$ cat src/rtl/uart_tx_arbiter_pkg.sv
// Shared constants, FSM encoding and arbitration helpers for the three-requester
// UART transmit arbiter.
package uart_tx_arbiter_pkg;

    localparam int NREQ     = 3;
    localparam int REQ_PS2  = 0;
    localparam int REQ_UART = 1;
    localparam int REQ_RES  = 2;

    localparam logic [7:0] CHAR_LF = 8'h0A;

    typedef enum logic [1:0] {
        ST_IDLE  = 2'd0,
        ST_SEND  = 2'd1,
        ST_GUARD = 2'd2,
        ST_WAIT  = 2'd3
    } state_t;

    // Round-robin pick: first ready requester found searching from last+1 mod NREQ.
    function automatic logic [NREQ-1:0] rr_pick(input logic [NREQ-1:0] ready,
                                                input logic [1:0]      last);
        logic [NREQ-1:0] pick;
        logic [1:0]      idx;
        pick = '0;
        for (int k = NREQ; k >= 1; k--) begin
            idx = 2'((int'(last) + k) % NREQ);
            if (ready[idx]) begin
                pick      = '0;
                pick[idx] = 1'b1;
            end
        end
        return pick;
    endfunction

    function automatic logic [1:0] onehot_idx(input logic [NREQ-1:0] oh);
        logic [1:0] idx;
        idx = '0;
        for (int i = 0; i < NREQ; i++) begin
            if (oh[i]) idx = 2'(i);
        end
        return idx;
    endfunction

endpackage

$ cat src/rtl/uart_tx_arbiter_fifo.sv
// Synchronous character FIFO with fall-through head; a push into a full FIFO
// is accepted only when a pop frees a slot in the same cycle.
module char_fifo #(
    parameter int DEPTH = 8,
    parameter int WIDTH = 8
) (
    input  logic             clk,
    input  logic             rst,
    input  logic             i_push,
    input  logic [WIDTH-1:0] i_din,
    input  logic             i_pop,
    output logic [WIDTH-1:0] o_dout,
    output logic             o_full,
    output logic             o_empty
);

    localparam int AW = $clog2(DEPTH);

    logic [WIDTH-1:0] r_mem [DEPTH];
    logic [AW-1:0]    r_wr_ptr;
    logic [AW-1:0]    r_rd_ptr;
    logic [AW:0]      r_count;
    logic             w_do_push;
    logic             w_do_pop;

    assign o_full    = (r_count == (AW+1)'(DEPTH));
    assign o_empty   = (r_count == '0);
    assign o_dout    = r_mem[r_rd_ptr];
    assign w_do_pop  = i_pop && !o_empty;
    assign w_do_push = i_push && (!o_full || w_do_pop);

    // NOTE: sequential state uses non-blocking assignments so every register samples pre-edge values.
    always_ff @(posedge clk) begin
        if (rst) begin
            r_wr_ptr <= '0;
            r_rd_ptr <= '0;
            r_count  <= '0;
        end else begin
            if (w_do_push) r_wr_ptr <= r_wr_ptr + 1'b1;
            if (w_do_pop)  r_rd_ptr <= r_rd_ptr + 1'b1;
            case ({w_do_push, w_do_pop})
                2'b10:   r_count <= r_count + 1'b1;
                2'b01:   r_count <= r_count - 1'b1;
                default: r_count <= r_count;
            endcase
        end
    end

    // NOTE: storage is deliberately not reset; the pointers and count make stale entries unreachable.
    always_ff @(posedge clk) begin
        if (w_do_push) r_mem[r_wr_ptr] <= i_din;
    end

endmodule

$ cat src/rtl/uart_tx_arbiter.sv
// Arbitrates three character streams onto one UART transmitter, holding the
// grant for a whole LF-terminated message and spacing send pulses.
module uart_tx_arbiter
    import uart_tx_arbiter_pkg::*;
#(
    parameter int DEPTH = 8,
    parameter int GUARD = 2
) (
    input  logic              clk,
    input  logic              rst,
    input  logic [8*NREQ-1:0] req_dat,
    input  logic [NREQ-1:0]   req_wen,
    output logic [NREQ-1:0]   req_full,
    input  logic              tx_ready,
    output logic [7:0]        tx_dat,
    output logic              tx_send,
    output logic [NREQ-1:0]   grant,
    output logic [NREQ-1:0]   ovf
);

    localparam int GW = (GUARD > 1) ? $clog2(GUARD) : 1;

    state_t          r_state;
    state_t          w_state_nxt;
    logic [NREQ-1:0] r_grant;
    logic [1:0]      r_last;
    logic [7:0]      r_tx_dat;
    logic            r_tx_send;
    logic [NREQ-1:0] r_ovf;
    logic [GW-1:0]   r_guard_cnt;

    logic [NREQ-1:0] w_full;
    logic [NREQ-1:0] w_empty;
    logic [NREQ-1:0] w_pop;
    logic [NREQ-1:0] w_grant_eff;
    logic [7:0]      w_fifo_dout [NREQ];
    logic [7:0]      w_head;
    logic            w_take;
    logic            w_release;
    logic [GW-1:0]   w_guard_load;

    for (genvar gi = 0; gi < NREQ; gi++) begin : g_fifo
        char_fifo #(
            .DEPTH (DEPTH),
            .WIDTH (8)
        ) u_fifo (
            .clk     (clk),
            .rst     (rst),
            .i_push  (req_wen[gi]),
            .i_din   (req_dat[8*gi +: 8]),
            .i_pop   (w_pop[gi]),
            .o_dout  (w_fifo_dout[gi]),
            .o_full  (w_full[gi]),
            .o_empty (w_empty[gi])
        );
    end

    // A held grant wins; otherwise the round-robin pick is taken this very cycle.
    assign w_grant_eff  = (r_grant != '0) ? r_grant : rr_pick(~w_empty, r_last);
    assign w_pop        = w_take ? w_grant_eff : '0;
    assign w_guard_load = GW'((GUARD > 0) ? GUARD - 1 : 0);

    always_comb begin
        w_head = '0;
        for (int i = 0; i < NREQ; i++) begin
            if (w_grant_eff[i]) w_head = w_head | w_fifo_dout[i];
        end
    end

    // NOTE: every signal driven here gets a default first, so no path can infer a latch.
    always_comb begin
        w_state_nxt = r_state;
        w_take      = 1'b0;
        w_release   = 1'b0;
        case (r_state)
            ST_IDLE: begin
                if (w_grant_eff != '0 && tx_ready) begin
                    w_take      = 1'b1;
                    w_state_nxt = ST_SEND;
                end
            end
            ST_SEND:  w_state_nxt = (GUARD == 0) ? ST_WAIT : ST_GUARD;
            ST_GUARD: if (r_guard_cnt == '0) w_state_nxt = ST_WAIT;
            ST_WAIT: begin
                if (tx_ready) begin
                    w_state_nxt = ST_IDLE;
                    w_release   = (r_tx_dat == CHAR_LF) || ((r_grant & w_empty) != '0);
                end
            end
            default:  w_state_nxt = ST_IDLE;
        endcase
    end

    always_ff @(posedge clk) begin
        if (rst) begin
            r_state     <= ST_IDLE;
            r_grant     <= '0;
            r_last      <= 2'(NREQ - 1);
            r_tx_dat    <= '0;
            r_tx_send   <= 1'b0;
            r_ovf       <= '0;
            r_guard_cnt <= '0;
        end else begin
            r_state   <= w_state_nxt;
            r_tx_send <= w_take;
            r_ovf     <= r_ovf | (req_wen & w_full & ~w_pop);
            if (w_take) r_tx_dat <= w_head;
            if (r_state == ST_IDLE && r_grant == '0 && w_grant_eff != '0) begin
                r_grant <= w_grant_eff;
                r_last  <= onehot_idx(w_grant_eff);
            end
            if (w_release) r_grant <= '0;
            if (r_state == ST_SEND) begin
                r_guard_cnt <= w_guard_load;
            end else if (r_state == ST_GUARD && r_guard_cnt != '0) begin
                r_guard_cnt <= r_guard_cnt - 1'b1;
            end
        end
    end

    assign req_full = w_full;
    assign tx_dat   = r_tx_dat;
    assign tx_send  = r_tx_send;
    assign grant    = r_grant;
    assign ovf      = r_ovf;

endmodule

$ cat config.mk
export PLATFORM = sky130hd
export DESIGN_NAME = uart_tx_arbiter
export DESIGN_NICKNAME = d
export VERILOG_FILES = /design/src/rtl/uart_tx_arbiter_pkg.sv /design/src/rtl/uart_tx_arbiter_fifo.sv /design/src/rtl/uart_tx_arbiter.sv
export SDC_FILE = /design/constraint.sdc
export NUM_CORES = 1
export LEC_CHECK = 0
export CAP_MARGIN = 10
export CORE_MARGIN = 5
export CORE_UTILIZATION = 25
export DETAILED_ROUTE_END_ITERATION = 8
export SLEW_MARGIN = 20
export SYNTH_ARGS = -nofsm -noshare
export SYNTH_HDL_FRONTEND = slang
export SYNTH_HIERARCHICAL = 1
export SYNTH_SLANG_ARGS = --single-unit
$ cat constraint.sdc
create_clock -name clk -period 7.8 [get_ports clk]
set_input_delay 1.95 -clock clk [delete_from_list [all_inputs] [get_ports clk]]
set_output_delay 1.95 -clock clk [all_outputs]
set_load 0.02 [all_outputs]
Word-level counts from Yosys, hierarchy flattened
Memory sizes are Yosys's and may differ from the RTL's. A register that Yosys moved wholly into a read port is not among the register bits.
Cells that the tools add are included.
W data, S select, Z words.
{"block": "totals", "ff_bits": 50, "mem_bits_rw": 192, "in_bits": 30, "output_inout_bits": 18, "elab_cells": 152, "n_memories": 3}
{"block": "op_classes", "n_addsub": 16, "div_mod_pow": 3, "magnitude_cmp": 6, "eq_ne": 16, "muxes": 47, "n_bitwise": 8, "n_reduce_logical": 37}
{"memory": "g_fifo[0].u_fifo.r_mem", "depth": 8, "width": 8, "rd": 1, "rd_clocked_by_memory_dff": 1, "write_ports": 1, "line": "uart_tx_arbiter_fifo.sv:19", "rtl": "logic [WIDTH-1:0] r_mem [DEPTH];"}
{"memory": "g_fifo[1].u_fifo.r_mem", "depth": 8, "width": 8, "rd": 1, "rd_clocked_by_memory_dff": 1, "write_ports": 1, "line": "uart_tx_arbiter_fifo.sv:19"}
{"memory": "g_fifo[2].u_fifo.r_mem", "depth": 8, "width": 8, "rd": 1, "rd_clocked_by_memory_dff": 1, "write_ports": 1, "line": "uart_tx_arbiter_fifo.sv:19"}
{"cell": "$mod A32 B3 Y32 const B", "n": 3}
{"cell": "$mux W3", "n": 11}
{"cell": "$mux W8", "n": 3}
{"cell": "$pmux W4 S2", "n": 3}
{"cell": "$mux W1", "n": 19}
{"cell": "$add A3 B1 Y3 const B", "n": 6}
{"cell": "$or A8 B8 Y8", "n": 2}
{"cell": "$logic_and A1 B1 Y1", "n": 13}
{"cell": "$add A4 B1 Y4 const B", "n": 3}
{"cell": "$eq A4 B4 Y1 const B", "n": 3}
{"cell": "$logic_not A4 Y1", "n": 3}
{"cell": "$sub A4 B1 Y4 const B", "n": 3}
{"cell": "$eq A2 B2 Y1 const B", "n": 5}
{"cell": "$and A3 B3 Y3", "n": 3}
{"cell": "$lt A2 B3 Y1 const B", "n": 3}
{"cell": "$reduce_bool A3 Y1", "n": 3}
{"cell": "$eq A2 B1 Y1 const B", "n": 4}
{"cell": "$eq A8 B4 Y1 const B", "n": 1}
{"cell": "$mux W2", "n": 4}
{"cell": "$pmux W2 S4", "n": 1}
{"cell": "$reduce_bool A2 Y1", "n": 4}
{"cell": "$add A2 B2 Y3 const B", "n": 2}
{"cell": "$bmux W1 S2", "n": 3}
{"cell": "$demux W1 S2", "n": 3}
{"cell": "12 further kinds", "n": 25}

Logic depth before layout (Yosys ltp)
Gate-level depths: netlist of run 1.
{"block": "logic_depth", "ltp_word": 20, "ltp_mapped": 17}

Hierarchy
The synthesis of run 1 kept the hierarchy.
{"module": "char_fifo", "instances": 3, "cells_each": 176, "area_each_um2": 3203.1, "seq_area_each_um2": 2182.1}
{"module": "uart_tx_arbiter", "instances": 1, "cells_each": 151, "area_each_um2": 1258.7, "seq_area_each_um2": 400.4}

Least setup slack after synthesis of run 1
Ideal clock, no wire load.
{"block": "synth_path", "path_type": "input port to flip-flop", "start": "input tx_ready", "end": "memory g_fifo[0].u_fifo.r_mem[0][0] (enable)", "setup_time_ps": 395, "t_arrival_ps": 3493, "required_ps": 7405, "slack_ps": 3912, "stages": 5, "path_buffers": 0, "cell_sequence": "nand2_1 nor2_1 nand2b_1 o21ai_4 nor4_1"}
{"block": "synth_between", "elab_chain_cells": 9}
{"element": "from (decl)", "line": "uart_tx_arbiter.sv:14", "rtl": "input logic tx_ready,"}
{"element": "$logic_and A1 B1 Y1", "line": "uart_tx_arbiter.sv:77", "rtl": "if (w_grant_eff != '0 && tx_ready) begin"}
{"element": "$mux W1", "line": "uart_tx_arbiter.sv:77"}
{"element": "$mux W1", "line": "uart_tx_arbiter.sv:75", "rtl": "case (r_state)"}
{"element": "$mux W3", "line": "uart_tx_arbiter.sv:60", "rtl": "assign w_pop = w_take ? w_grant_eff : '0;"}
{"element": "via w_pop[0]", "line": "uart_tx_arbiter.sv:34", "rtl": "logic [NREQ-1:0] w_pop;"}
{"element": "$logic_and A1 B1 Y1", "line": "uart_tx_arbiter_fifo.sv:29", "rtl": "assign w_do_pop = i_pop && !o_empty;"}
{"element": "$logic_or A1 B1 Y1", "line": "uart_tx_arbiter_fifo.sv:30", "rtl": "assign w_do_push = i_push && (!o_full || w_do_pop);"}
{"element": "$logic_and A1 B1 Y1", "line": "uart_tx_arbiter_fifo.sv:30"}
{"element": "$mux W1", "line": "uart_tx_arbiter_fifo.sv:51", "rtl": "if (w_do_push) r_mem[r_wr_ptr] <= i_din;"}
{"element": "$mux W1 (not written as such)", "line": "uart_tx_arbiter_fifo.sv:51"}
{"element": "to (decl)", "line": "uart_tx_arbiter_fifo.sv:19"}
The timed path passes the listed nets, and every way through them passes these cells.

Worst setup path after layout of run 1
{"block": "layout_path", "start": "register g_fifo[0].u_fifo.r_count[1]", "end": "register g_fifo[2].u_fifo.r_count[3]"}
{"block": "layout_between", "elab_chain_cells": 18, "elab_cells_between_ends": 24, "cone_classes": "eq/ne (2); mux (14); bitwise (1); reduce/logical (7)"}
{"element": "from (decl)", "line": "uart_tx_arbiter_fifo.sv:22", "rtl": "logic [AW:0] r_count;"}
{"element": "from (signal assigned)", "line": "uart_tx_arbiter_fifo.sv:42", "rtl": "2'b10: r_count <= r_count + 1'b1;"}
{"element": "from (signal assigned)", "line": "uart_tx_arbiter_fifo.sv:43", "rtl": "2'b01: r_count <= r_count - 1'b1;"}
{"element": "from (signal assigned)", "line": "uart_tx_arbiter_fifo.sv:44", "rtl": "default: r_count <= r_count;"}
{"element": "$logic_not A4 Y1 *", "line": "uart_tx_arbiter_fifo.sv:27", "rtl": "assign o_empty = (r_count == '0);"}
{"element": "via w_empty[0]", "line": "uart_tx_arbiter.sv:33", "rtl": "logic [NREQ-1:0] w_empty;"}
{"element": "$not A3 Y3 *", "line": "uart_tx_arbiter.sv:59", "rtl": "assign w_grant_eff = (r_grant != '0) ? r_grant : rr_pick(~w_empty, r_last);"}
{"element": "$bmux W1 S2", "line": "uart_tx_arbiter_pkg.sv:27", "rtl": "if (ready[idx]) begin"}
{"element": "$mux W1 (not written as such)", "line": "uart_tx_arbiter_pkg.sv:27"}
{"element": "$mux W3 (2 in a row)", "line": "uart_tx_arbiter_pkg.sv:27"}
{"element": "$mux W3 *", "line": "uart_tx_arbiter_pkg.sv:27"}
{"element": "$mux W3 *", "line": "uart_tx_arbiter.sv:59"}
{"element": "[... 3 more ...]"}
{"element": "$mux W1", "line": "uart_tx_arbiter.sv:75"}
{"element": "$mux W3 *", "line": "uart_tx_arbiter.sv:60"}
{"element": "via w_pop[2]", "line": "uart_tx_arbiter.sv:34"}
{"element": "$logic_and A1 B1 Y1 *", "line": "uart_tx_arbiter_fifo.sv:29"}
{"element": "$logic_or A1 B1 Y1", "line": "uart_tx_arbiter_fifo.sv:30"}
{"element": "$logic_and A1 B1 Y1", "line": "uart_tx_arbiter_fifo.sv:30"}
{"element": "$eq A2 B1 Y1 / $eq A2 B2 Y1 (equally long branches)", "line": "uart_tx_arbiter_fifo.sv:41", "rtl": "case ({w_do_push, w_do_pop})"}
{"element": "$pmux W4 S2 / $reduce_bool A2 Y1 (equally long branches)"}
{"element": "to (signal assigned)", "line": "uart_tx_arbiter_fifo.sv:42"}
{"element": "to (signal assigned)", "line": "uart_tx_arbiter_fifo.sv:43"}
{"element": "to (signal assigned)", "line": "uart_tx_arbiter_fifo.sv:44"}
{"element": "to (decl)", "line": "uart_tx_arbiter_fifo.sv:22"}
Mark *: on every way through the listed nets, which the timed path passes. The rest lies on a longest branch. The select of a mux whose other input is x is not followed.
A chain may end at the register's enable or synchronous reset.

==> run summary, run 1 <==
setup ws final - 3.37 ns
first-pass GRT wire length - 34.4 mm
pwr dens - 311 nW/µm²
initial core utilization - 0.252
initial DRC count - 459
Fin Clk Skew - 0.0167 ns
CTS max path bufs - 3
Hold Vio Cnt, Final - 0
Avg WL per Cell - 16.6 µm
vias in the first global route - 5842
Core Box Area - 43100 µm²
post-layout minimum cycle time - 4.43 ns
outcome - finished, final reports clean
Max IR drop VDD - 150 µV
RR Startpoint - g_fifo[0].u_fifo/r_count[1]
synth warn - 6
Post-Syn Area per Cell - 16.0 µm²
Hold Crit Class - reg2reg
nets - 782
Fin Setup TNS - 0 ns
Die Wd - 219 µm
dpl ws - 2.84 ns
r2r endpoint - g_fifo[2].u_fifo/r_count[3]
CP Launch Type - flop
GP Congestion - 0.753
die footprint - 47700 µm²
via count - 5881
antenna violations before repair - 1
vias per inst - 4.40
routed wire length - 22.2 mm
Cell Area, Synth - 10900 µm²
CTS Sinks - 251
area delta synth->final - 17.4%
EDFF count, synth - 192
Final Cycle Share - 0.568
worst-path fanout max - 11
GRT Util Overall - 0.0921
CTS H-tree lvls - 1
Worst Path Arrival - 4.90 ns
hpwl dp - 15.2 mm
relative max-transition margin - 0.316
Yosys top cell by area - edfxtp_1
Worst Setup EP - g_fifo[2].u_fifo/r_count[3]
crit path from - g_fifo[0].u_fifo/r_count[1]
largest net degree at the start of global routing - 44
drt pass-1 iters - 5
Unique masters post-synth - 57
r2r setup slk - 3.37 ns
Final setup viols - 0
row cnt - 76
FILL cells - 4245
unrepaired setup endpoints after global routing - false
Max Cap Viol - 0
Slew @ Worst Pin - 1.02 ns
Root Buffer - clkbuf_16
I/O Buffers - 47
CP Class - reg2reg
top post-synthesis cells by area - edfxtp_1 (53%), dfxtp_1 (11%), mux4_1 (7.3%), mux4_2 (3.7%), mux2_2 (2.5%)
CTS Buf Count - 27
Synth async-reset ratio - 0
R2R depth - 15
Mapped Cells - 679
CTS tree - yes
Syn Nets - 732
post-route ant nets - 0
fin. max-slew vios - 0
DRC - 0
Min-Delay Path Depth - 2
Post-CTS Hold Buffers - 0
Pleak - 4.21 nW
number of post-CTS setup repair buffers - 0
#FFs+latches synth - 251
layout cells sized above 1 - 0.157
fin util - 0.296
worst skew pair latency - 0.55 ns
clock-pin slew on the worst setup and hold paths - 0.06 ns
I/O pin total - 48
Die Y - 219 µm
sequential fraction of the synthesis area - 0.639
global route overflow - 0
predominant post-synthesis flop cell - edfxtp_1
crit path capture type - flop
f_max - 0.226 GHz
top-area cell type share of the netlist area - 0.531
post-CTS resize count - 0
data required time of the critical path - 8.27 ns
## routing by layer
metal	vias to the layer above	wire, µm	track usage
met2	127	10300	0.145
met4	0	448	0.0197
li1	2773	-	-
met5	-	0	0
met3	35	1050	0.0224
met1	2946	10400	0.130
## cell type report
class / instances / area (µm²) / area share
flip-flops and latches: 251 / 6950 / 0.545
multi-input cells: 361 / 3580 / 0.281
well taps: 585 / 732 / 0.0574
clock buffers: 30 / 687 / 0.0538
repair buffers: 56 / 533 / 0.0418
clock inverters: 20 / 155 / 0.0122
inverters: 32 / 120 / 0.00942
diodes: 1 / 2.50 / 0.000196
## how the worst min path moves through the flow
stage,startpoint,end,slack [ns]
floorplan,r_guard_cnt,r_guard_cnt,0.45
global placement,ovf[0],ovf[0],0.44
detailed placement,ovf[0],ovf[0],0.44
CTS,ovf[0],ovf[0],0.45
global route,ovf[0],ovf[0],0.48
finish,ovf[0],ovf[0],0.45
## worst max-delay path, cell delays in order, from the launching register on
cell      delay, ns
dfxtp_1        0.37
or3_1          0.54
nor2_1         0.41
mux2i_1        0.17
a221o_1        0.38
o21ai_2        0.45
nand3_1        0.21
inv_1          0.24
o21ai_2        0.13
or2_2          0.31
inv_1          0.09
ha_1           0.27
a21oi_1        0.29
nor4bb_1       0.26
o21bai_1       0.11
a31oi_1        0.13
## synthesized netlist by cell type, drive strengths merged (2+ instances only)
library cell	count
nand2b	14
fa	3
a222oi	9
nor4bb	4
clkbuf	12
o31ai	3
o21a	3
a221oi	2
a21oi	10
ha	20
a211oi	7
o21ai	15
nand4	2
o211ai	10
or3	5
o21bai	3
xnor2	9
nor4	3
and2	4
a211o	2
nand2	12
a31oi	10
mux2i	13
xor2	12
nor3	18
nand4b	3
nand3	10
nor3b	3
buf	23
nand3b	3
o22ai	8
dfxtp	59
or2	3
mux4	48
inv	32
o311a	3
mux2	24
nor2	56
edfxtp	192
## flip-flops by register name (all words and copies together) (netlist names), named ones only
signal	cells
g_fifo.u_fifo/r_rd_ptr	9
r_last	2
ovf	3
r_guard_cnt	1
g_fifo.u_fifo/r_wr_ptr	9
g_fifo.u_fifo/r_mem	192
tx_send	1
g_fifo.u_fifo/r_count	12
tx_dat	8
r_state	2
grant	3
## stage by stage
| stage | area [µm²] | hold slack, ns | cells | power [W] |
|---|---|---|---|---|
| floorplan | 10900 | 0.452 | 679 | 0.00253 |
| global placement | 11900 | 0.442 | 1285 | 0.00278 |
| detailed placement | 11900 | 0.442 | 1285 | 0.00279 |
| CTS | 12700 | 0.451 | 1335 | 0.00401 |
| global route | 12800 | 0.482 | 1335 | 0.00418 |
| finish | 12800 | 0.451 | 1336 | 0.00397 |
## placed cells by master, fill, tap and decap left out, drive strengths merged, types with 4 or more instances in the layout
cell type	instances
edfxtp	192
dfxtp	59
nor2	56
mux4	48
clkdlybuf4s50	46
inv	34
clkbuf	30
mux2	24
ha	20
nor3	18
o21ai	15
nand2b	14
clkinv	14
mux2i	13
nand2	12
xor2	12
a21oi	10
nand3	10
o211ai	10
a31oi	10
buf	10
a222oi	9
xnor2	9
o22ai	8
a211oi	7
or3	5
nor4bb	4
and2	4
## where the power goes
group | switching, W | internal, W | leakage (nW)
combinational | 0.000611 | 0.000465 | 1.57
clock | 0.000533 | 0.000676 | 0.410
sequential | 0.000137 | 0.00155 | 2.22
## kinds of logic (layout without fill, tap and decap cells)
| family | after synthesis | count (layout) | share of synthesized area |
|---|---|---|---|
| multiplexers | 85 | 85 | 0.147 |
| XOR/XNOR | 21 | 21 | 0.0169 |
| other | 0 | 1 | 0 |
| flip-flops | 251 | 251 | 0.639 |
| buffers and inverters | 67 | 138 | 0.0345 |
| AND/OR/NAND/NOR | 142 | 142 | 0.0668 |
| adder cells (fa/ha/maj) | 23 | 23 | 0.0286 |
| AO/OA/AOI/OAI | 90 | 90 | 0.0674 |
(Power assumes the default switching activity.)
==> run 2: changes to the inputs <==
- clock period: 7.8 -> 4.6 ns (I/O delays scaled with it)
==> run 2 against run 1 <==
Against the previous run: sequential power increased by 70%; via count increased by 0.41%; non-clock buffer count increased by 17; worst hold slack got worse by 0.0020 ns; critical path depth increased by 2; global-route usage increased by 0.050 points; maximum frequency increased by 9.2%; combinational power increased by 74%; critical endpoint is now g_fifo[0].u_fifo/r_count[3]; largest power group unchanged; highest routed layer is now met5.
==> run summary, run 2 (same netlist as run 1, synthesis figures left out) <==
FILL cells - 4254 (was 4245)
I/O pin total - 48 (unchanged)
outcome - finished, final reports clean (unchanged)
CP max-delay cell - or3_1 (unchanged)
cells along the critical path - or3_1, nor2_1, mux2i_1, a21o_1, nor3_1, nor3_2, buf_4, nor2_1, buf_4, o21ai_2, or2_2, inv_1, ha_1, a21oi_1, nor4bb_1, o21bai_1, a31oi_1 (was or3_1, nor2_1, mux2i_1, a221o_1, o21ai_2, nand3_1, inv_1, o21ai_2, or2_2, inv_1, ha_1, a21oi_1, nor4bb_1, o21bai_1, a31oi_1)
f_max - 0.246 GHz (was 0.226 GHz)
routed wire length - 22.4 mm (was 22.2 mm)
CP Class - reg2reg (unchanged)
worst skew pair latency - 0.53 ns (was 0.55 ns)
clock-pin slew on the worst setup and hold paths - 0.06 ns (about the same)
global route overflow - 0 (unchanged)
CTS Buf Count - 25 (was 27)
row cnt - 76 (unchanged)
CTS Sinks - 251 (unchanged)
Hold Vio Cnt, Final - 0 (unchanged)
Slew @ Worst Pin - 1.04 ns (was 1.02 ns)
antenna violations before repair - 1 (unchanged)
Max Cap Viol - 0 (unchanged)
CTS tree - yes (unchanged)
GP Congestion - 0.764 (was 0.753)
die footprint - 47700 µm² (unchanged)
flip-flop count of the largest register after layout - 192 (unchanged)
critical path's largest stage delay - 0.53 ns (was 0.54 ns)
Worst Path Arrival - 4.52 ns (was 4.90 ns)
Post-CTS Hold Buffers - 0 (unchanged)
DRC - 0 (unchanged)
fin. max-slew vios - 0 (unchanged)
Max IR drop VDD - 224 µV (was 150 µV)
Avg WL per Cell - 16.7 µm (was 16.6 µm)
Pleak - 4.30 nW (was 4.21 nW)
nets - 797 (was 782)
GRT Util Overall - 0.0926 (was 0.0921)
Root Buffer - clkbuf_16 (unchanged)
worst-path fanout max - 8 (was 11)
data required time of the critical path - 5.06 ns (was 8.27 ns)
largest net degree at the start of global routing - 28 (was 44)
via count - 5905 (was 5881)
I/O Buffers - 47 (unchanged)
Die Wd - 219 µm (unchanged)
largest register by flop count - g_fifo.u_fifo/r_mem (unchanged)
area delta synth->final - 18.6% (was 17.4%)
Fin Clk Skew - 0.0204 ns (was 0.0167 ns)
pwr dens - 536 nW/µm² (was 311 nW/µm²)
initial core utilization - 0.252 (unchanged)
hpwl dp - 15.4 mm (was 15.2 mm)
first-pass GRT wire length - 34.7 mm (was 34.4 mm)
commonest non-fill, non-tap cell in the layout - edfxtp_1 (unchanged)
dpl ws - 0.616 ns (was 2.84 ns)
relative max-transition margin - 0.308 (was 0.316)
Fin Setup TNS - 0 ns (unchanged)
post-route ant nets - 0 (unchanged)
unrepaired setup endpoints after global routing - false (unchanged)
Core Box Area - 43100 µm² (unchanged)
crit path capture type - flop (unchanged)
Hold Crit Class - reg2reg (unchanged)
vias in the first global route - 5954 (was 5842)
# diodes - 0 (was 1)
commonest non-fill, non-tap cells in the layout - edfxtp_1 (192), dfxtp_1 (59), nor2_1 (56), clkdlybuf4s50_1 (46), inv_1 (32) (unchanged)
layout cells sized above 1 - 0.164 (was 0.157)
Die Y - 219 µm (unchanged)
Largest regs - g_fifo.u_fifo/r_mem (192), g_fifo.u_fifo/r_count (12) (unchanged)
number of post-CTS setup repair buffers - 0 (unchanged)
drt pass-1 iters - 7 (was 5)
CTS max path bufs - 3 (unchanged)
vias per inst - 4.38 (was 4.40)
Final setup viols - 0 (unchanged)
post-CTS resize count - 0 (unchanged)
CP Launch Type - flop (unchanged)
Final Cycle Share - 0.882 (was 0.568)
post-layout minimum cycle time - 4.06 ns (was 4.43 ns)
setup ws final - 0.542 ns (was 3.37 ns)
initial DRC count - 309 (was 459)
CTS H-tree lvls - 1 (unchanged)
## run 2: cell count changes in the layout (fill, tap and decap cells not counted), sizes merged
cell,change
clkinv,-6
buf,+17
clkinvlp,-2
inv,-1
diode,-1
clkbuf,-1
bufinv,+5
## run 2: metal layers
layer  GRT usage  up-vias  part of all wire
met2       0.142      117              0.44
met1       0.132     2940              0.48
li1            -     2803                 -
met5           0        -           0.00058
met4      0.0253        2             0.026
met3      0.0212       43             0.052
## run 2: final timing paths
check / from / end / slack, ns / cells past startpoint
max: g_fifo[0].u_fifo/r_count[1] / g_fifo[0].u_fifo/r_count[3] / 0.54 / 17
min: ovf[0] / ovf[0] / 0.45 / 2
max reg2reg: g_fifo[0].u_fifo/r_count[1] / g_fifo[0].u_fifo/r_count[3] / 0.54 / 17
min reg2reg: ovf[0] / ovf[0] / 0.45 / 2
## run 2: stage by stage
step                      instances  utilization  instance area (µm²)  power (W)  hold WS (ns)
after floorplan                 679            -                10900    0.00428         0.452
after global placement         1302        0.279                12000    0.00476         0.443
after detailed placement       1302        0.279                12000    0.00479         0.446
after CTS                      1347        0.299                12900    0.00698         0.456
after global routing           1347        0.299                12900    0.00728         0.491
final                          1347        0.299                12900    0.00691         0.449
## run 2: layout make-up
class	count	area, µm²	share of cell area
Clock buffer	29	641	0.0497
Sequential cell	251	6950	0.539
Inverter	32	120	0.00932
Clock inverter	16	241	0.0187
Timing Repair Buffer	73	661	0.0513
Tap cell	585	732	0.0568
Multi-Input combinational cell	361	3550	0.275
## run 2: report_power, final
| part | leakage, nW | internal (W) | switching [W] |
|---|---|---|---|
| registers | 2.22 | 0.00262 | 0.000235 |
| clock network | 0.429 | 0.00134 | 0.000837 |
| logic | 1.65 | 0.000832 | 0.00104 |
## run 2: worst max-delay path: cells and delay by family (launching register included)
kind	cells	cell delay, ns
buf+inv	3	0.42
fa+ha+maj	1	0.27
mux	1	0.21
compound gates	5	0.86
flops	1	0.37
simple gates	7	1.85
==> run 3: changes to the inputs <==
- SKIP_CTS_REPAIR_TIMING: unset -> 1
- SLEW_MARGIN: 20 -> 30
==> run 3 against run 2 <==
Against the previous run: cell count increased by 0.22%; highest routed layer unchanged; critical path depth fell by 2; global-route usage about the same; cell area is 0.28% higher; utilization increased by 0.084 points.
==> run summary, run 3 (same netlist as run 1, synthesis figures left out) <==
clock-pin slew on the worst setup and hold paths - 0.06 ns (about the same)
Largest regs - g_fifo.u_fifo/r_mem (192), g_fifo.u_fifo/r_count (12) (unchanged)
Hold Vio Cnt, Final - 0 (unchanged)
layout cells sized above 1 - 0.169 (was 0.164)
Root Buffer - clkbuf_16 (unchanged)
# diodes - 0 (unchanged)
post-route ant nets - 0 (unchanged)
M2 GR Usage - 0.141 (was 0.142)
relative max-transition margin - 0.446 (was 0.308)
largest net degree at the start of global routing - 28 (unchanged)
cell family with most CP delay - simple AND/OR/NAND/NOR gates (unchanged)
unrepaired setup endpoints after global routing - false (unchanged)
commonest non-fill, non-tap cell in the layout - edfxtp_1 (unchanged)
area delta synth->final - 18.9% (was 18.6%)
Clock Power Share - 0.320 (was 0.315)
CTS Buf Count - 26 (was 25)
pwr dens - 539 nW/µm² (was 536 nW/µm²)
Hold WS - 0.448 ns (was 0.449 ns)
FILL cells - 4244 (was 4254)
global route overflow - 0 (unchanged)
sw power - 0.00214 W (was 0.00212 W)
CTS max path bufs - 3 (unchanged)
Pleak - 4.32 nW (was 4.30 nW)
post-layout minimum cycle time - 4.10 ns (was 4.06 ns)
CP Class - reg2reg (unchanged)
internal power - 0.00483 W (was 0.00479 W)
antenna violations before repair - 1 (unchanged)
CTS Sinks - 251 (unchanged)
Die Y - 219 µm (unchanged)
Final Cycle Share - 0.891 (was 0.882)
f_max - 0.244 GHz (was 0.246 GHz)
GR peak layer - met2 (unchanged)
Max Cap Viol - 0 (unchanged)
largest register by flop count - g_fifo.u_fifo/r_mem (unchanged)
first-pass GRT wire length - 34.7 mm (about the same)
I/O Buffers - 47 (unchanged)
GP Congestion - 0.764 (unchanged)
die footprint - 47700 µm² (unchanged)
GRT met3 Usage - 0.0197 (was 0.0212)
FF+latch area - 6950 µm² (about the same)
crit path capture type - flop (unchanged)
nets - 798 (was 797)
sequential share of power - 0.410 (was 0.413)
drt pass-1 iters - 4 (was 7)
worst-path fanout max - 8 (unchanged)
vias per inst - 4.40 (was 4.38)
data required time of the critical path - 5.06 ns (about the same)
Avg WL per Cell - 16.7 µm (about the same)
worst skew pair latency - 0.53 ns (about the same)
multi-input combinational cell area - 3550 µm² (unchanged)
fin. max-slew vios - 0 (unchanged)
CP max-delay cell - or3_1 (unchanged)
initial core utilization - 0.252 (unchanged)
flip-flop count of the largest register after layout - 192 (unchanged)
Fin Setup TNS - 0 ns (unchanged)
critical path's largest stage delay - 0.53 ns (about the same)
GRT Util Overall - 0.0926 (about the same)
via count - 5943 (was 5905)
grt met1 use - 0.135 (was 0.132)
routed wire length - 22.5 mm (was 22.4 mm)
I/O pin total - 48 (unchanged)
CTS tree - yes (unchanged)
CTS H-tree lvls - 1 (unchanged)
outcome - finished, final reports clean (unchanged)
Fin Clk Skew - 0.0108 ns (was 0.0204 ns)
vias in the first global route - 5915 (was 5954)
Die Wd - 219 µm (unchanged)
Worst Path Arrival - 4.55 ns (was 4.52 ns)
Switching Share - 0.307 (was 0.306)
Slew @ Worst Pin - 0.828 ns (was 1.04 ns)
initial DRC count - 328 (was 309)
CP Launch Type - flop (unchanged)
DRC - 0 (unchanged)
Hold Crit Class - reg2reg (unchanged)
Final setup viols - 0 (unchanged)
commonest non-fill, non-tap cells in the layout - edfxtp_1 (192), nor2_1 (56), dfxtp_1 (56), clkdlybuf4s50_1 (46), inv_1 (32) (was edfxtp_1 (192), dfxtp_1 (59), nor2_1 (56), clkdlybuf4s50_1 (46), inv_1 (32))
WP buf/inv - 2 (was 3)
hpwl dp - 15.4 mm (about the same)
Gate power share - 0.270 (was 0.272)
Core Box Area - 43100 µm² (unchanged)
Max IR drop VDD - 226 µV (was 224 µV)
row cnt - 76 (unchanged)
cells along the critical path - or3_1, nor2_1, mux2i_1, a221o_1, o21ai_2, nand3_1, inv_1, o21ai_2, or2_2, inv_1, ha_1, a21oi_1, nor4bb_1, o21bai_1, a31oi_1 (was or3_1, nor2_1, mux2i_1, a21o_1, nor3_1, nor3_2, buf_4, nor2_1, buf_4, o21ai_2, or2_2, inv_1, ha_1, a21oi_1, nor4bb_1, o21bai_1, a31oi_1)
## run 3: per-layer routing
layer	up-vias	part of all wire
li1	2807	-
met1	2975	0.48
met2	130	0.45
met3	29	0.052
met4	2	0.023
met5	-	0.00058
## run 3: layout make-up
class	instances	area share
Clock inverter	13	0.0154
Inverter	32	0.00929
Clock buffer	35	0.0554
Timing Repair Buffer	73	0.0511
Multi-Input combinational cell	361	0.274
Tap cell	585	0.0566
Sequential cell	251	0.538
## run 3: path summary, 6_finish.rpt
kind                            slack [ns]                     endpoint                         from  cells past startpoint
worst max-delay path                  0.50  g_fifo[2].u_fifo/r_count[3]  g_fifo[1].u_fifo/r_count[1]                     15
worst min-delay path                  0.45                       ovf[0]                       ovf[0]                      2
worst max register to register        0.50  g_fifo[2].u_fifo/r_count[3]  g_fifo[1].u_fifo/r_count[1]                     15
worst min register to register        0.45                       ovf[0]                       ovf[0]                      2
## run 3: tightest hold or removal path, delay by kind of cell (launching register included)
kind	cells	cell delay, ns
buffers and inverters	1	0.05
flip-flops	1	0.31
AO/OA/AOI/OAI	1	0.05
## run 3: power by group through the flow
stage	Clock [W]	Combinational, W	Sequential, W
finish	0.00223	0.00188	0.00286
global route	0.00238	0.00206	0.00289
CTS	0.00228	0.00189	0.00286
detailed placement	0	0.00188	0.00291
global placement	0	0.00186	0.00290
floorplan	0	0.00146	0.00282
## run 3: through the flow
stage | power [W] | instance area (µm²) | util | worst slack, ns | std cells
floorplan | 0.00428 | 10900 | - | 0.913 | 679
global placement | 0.00476 | 12000 | 0.279 | 0.705 | 1302
detailed placement | 0.00478 | 12000 | 0.279 | 0.588 | 1302
finish | 0.00697 | 12900 | 0.300 | 0.503 | 1350
global route | 0.00733 | 12900 | 0.300 | 0.187 | 1350
CTS | 0.00703 | 12900 | 0.300 | 0.561 | 1350
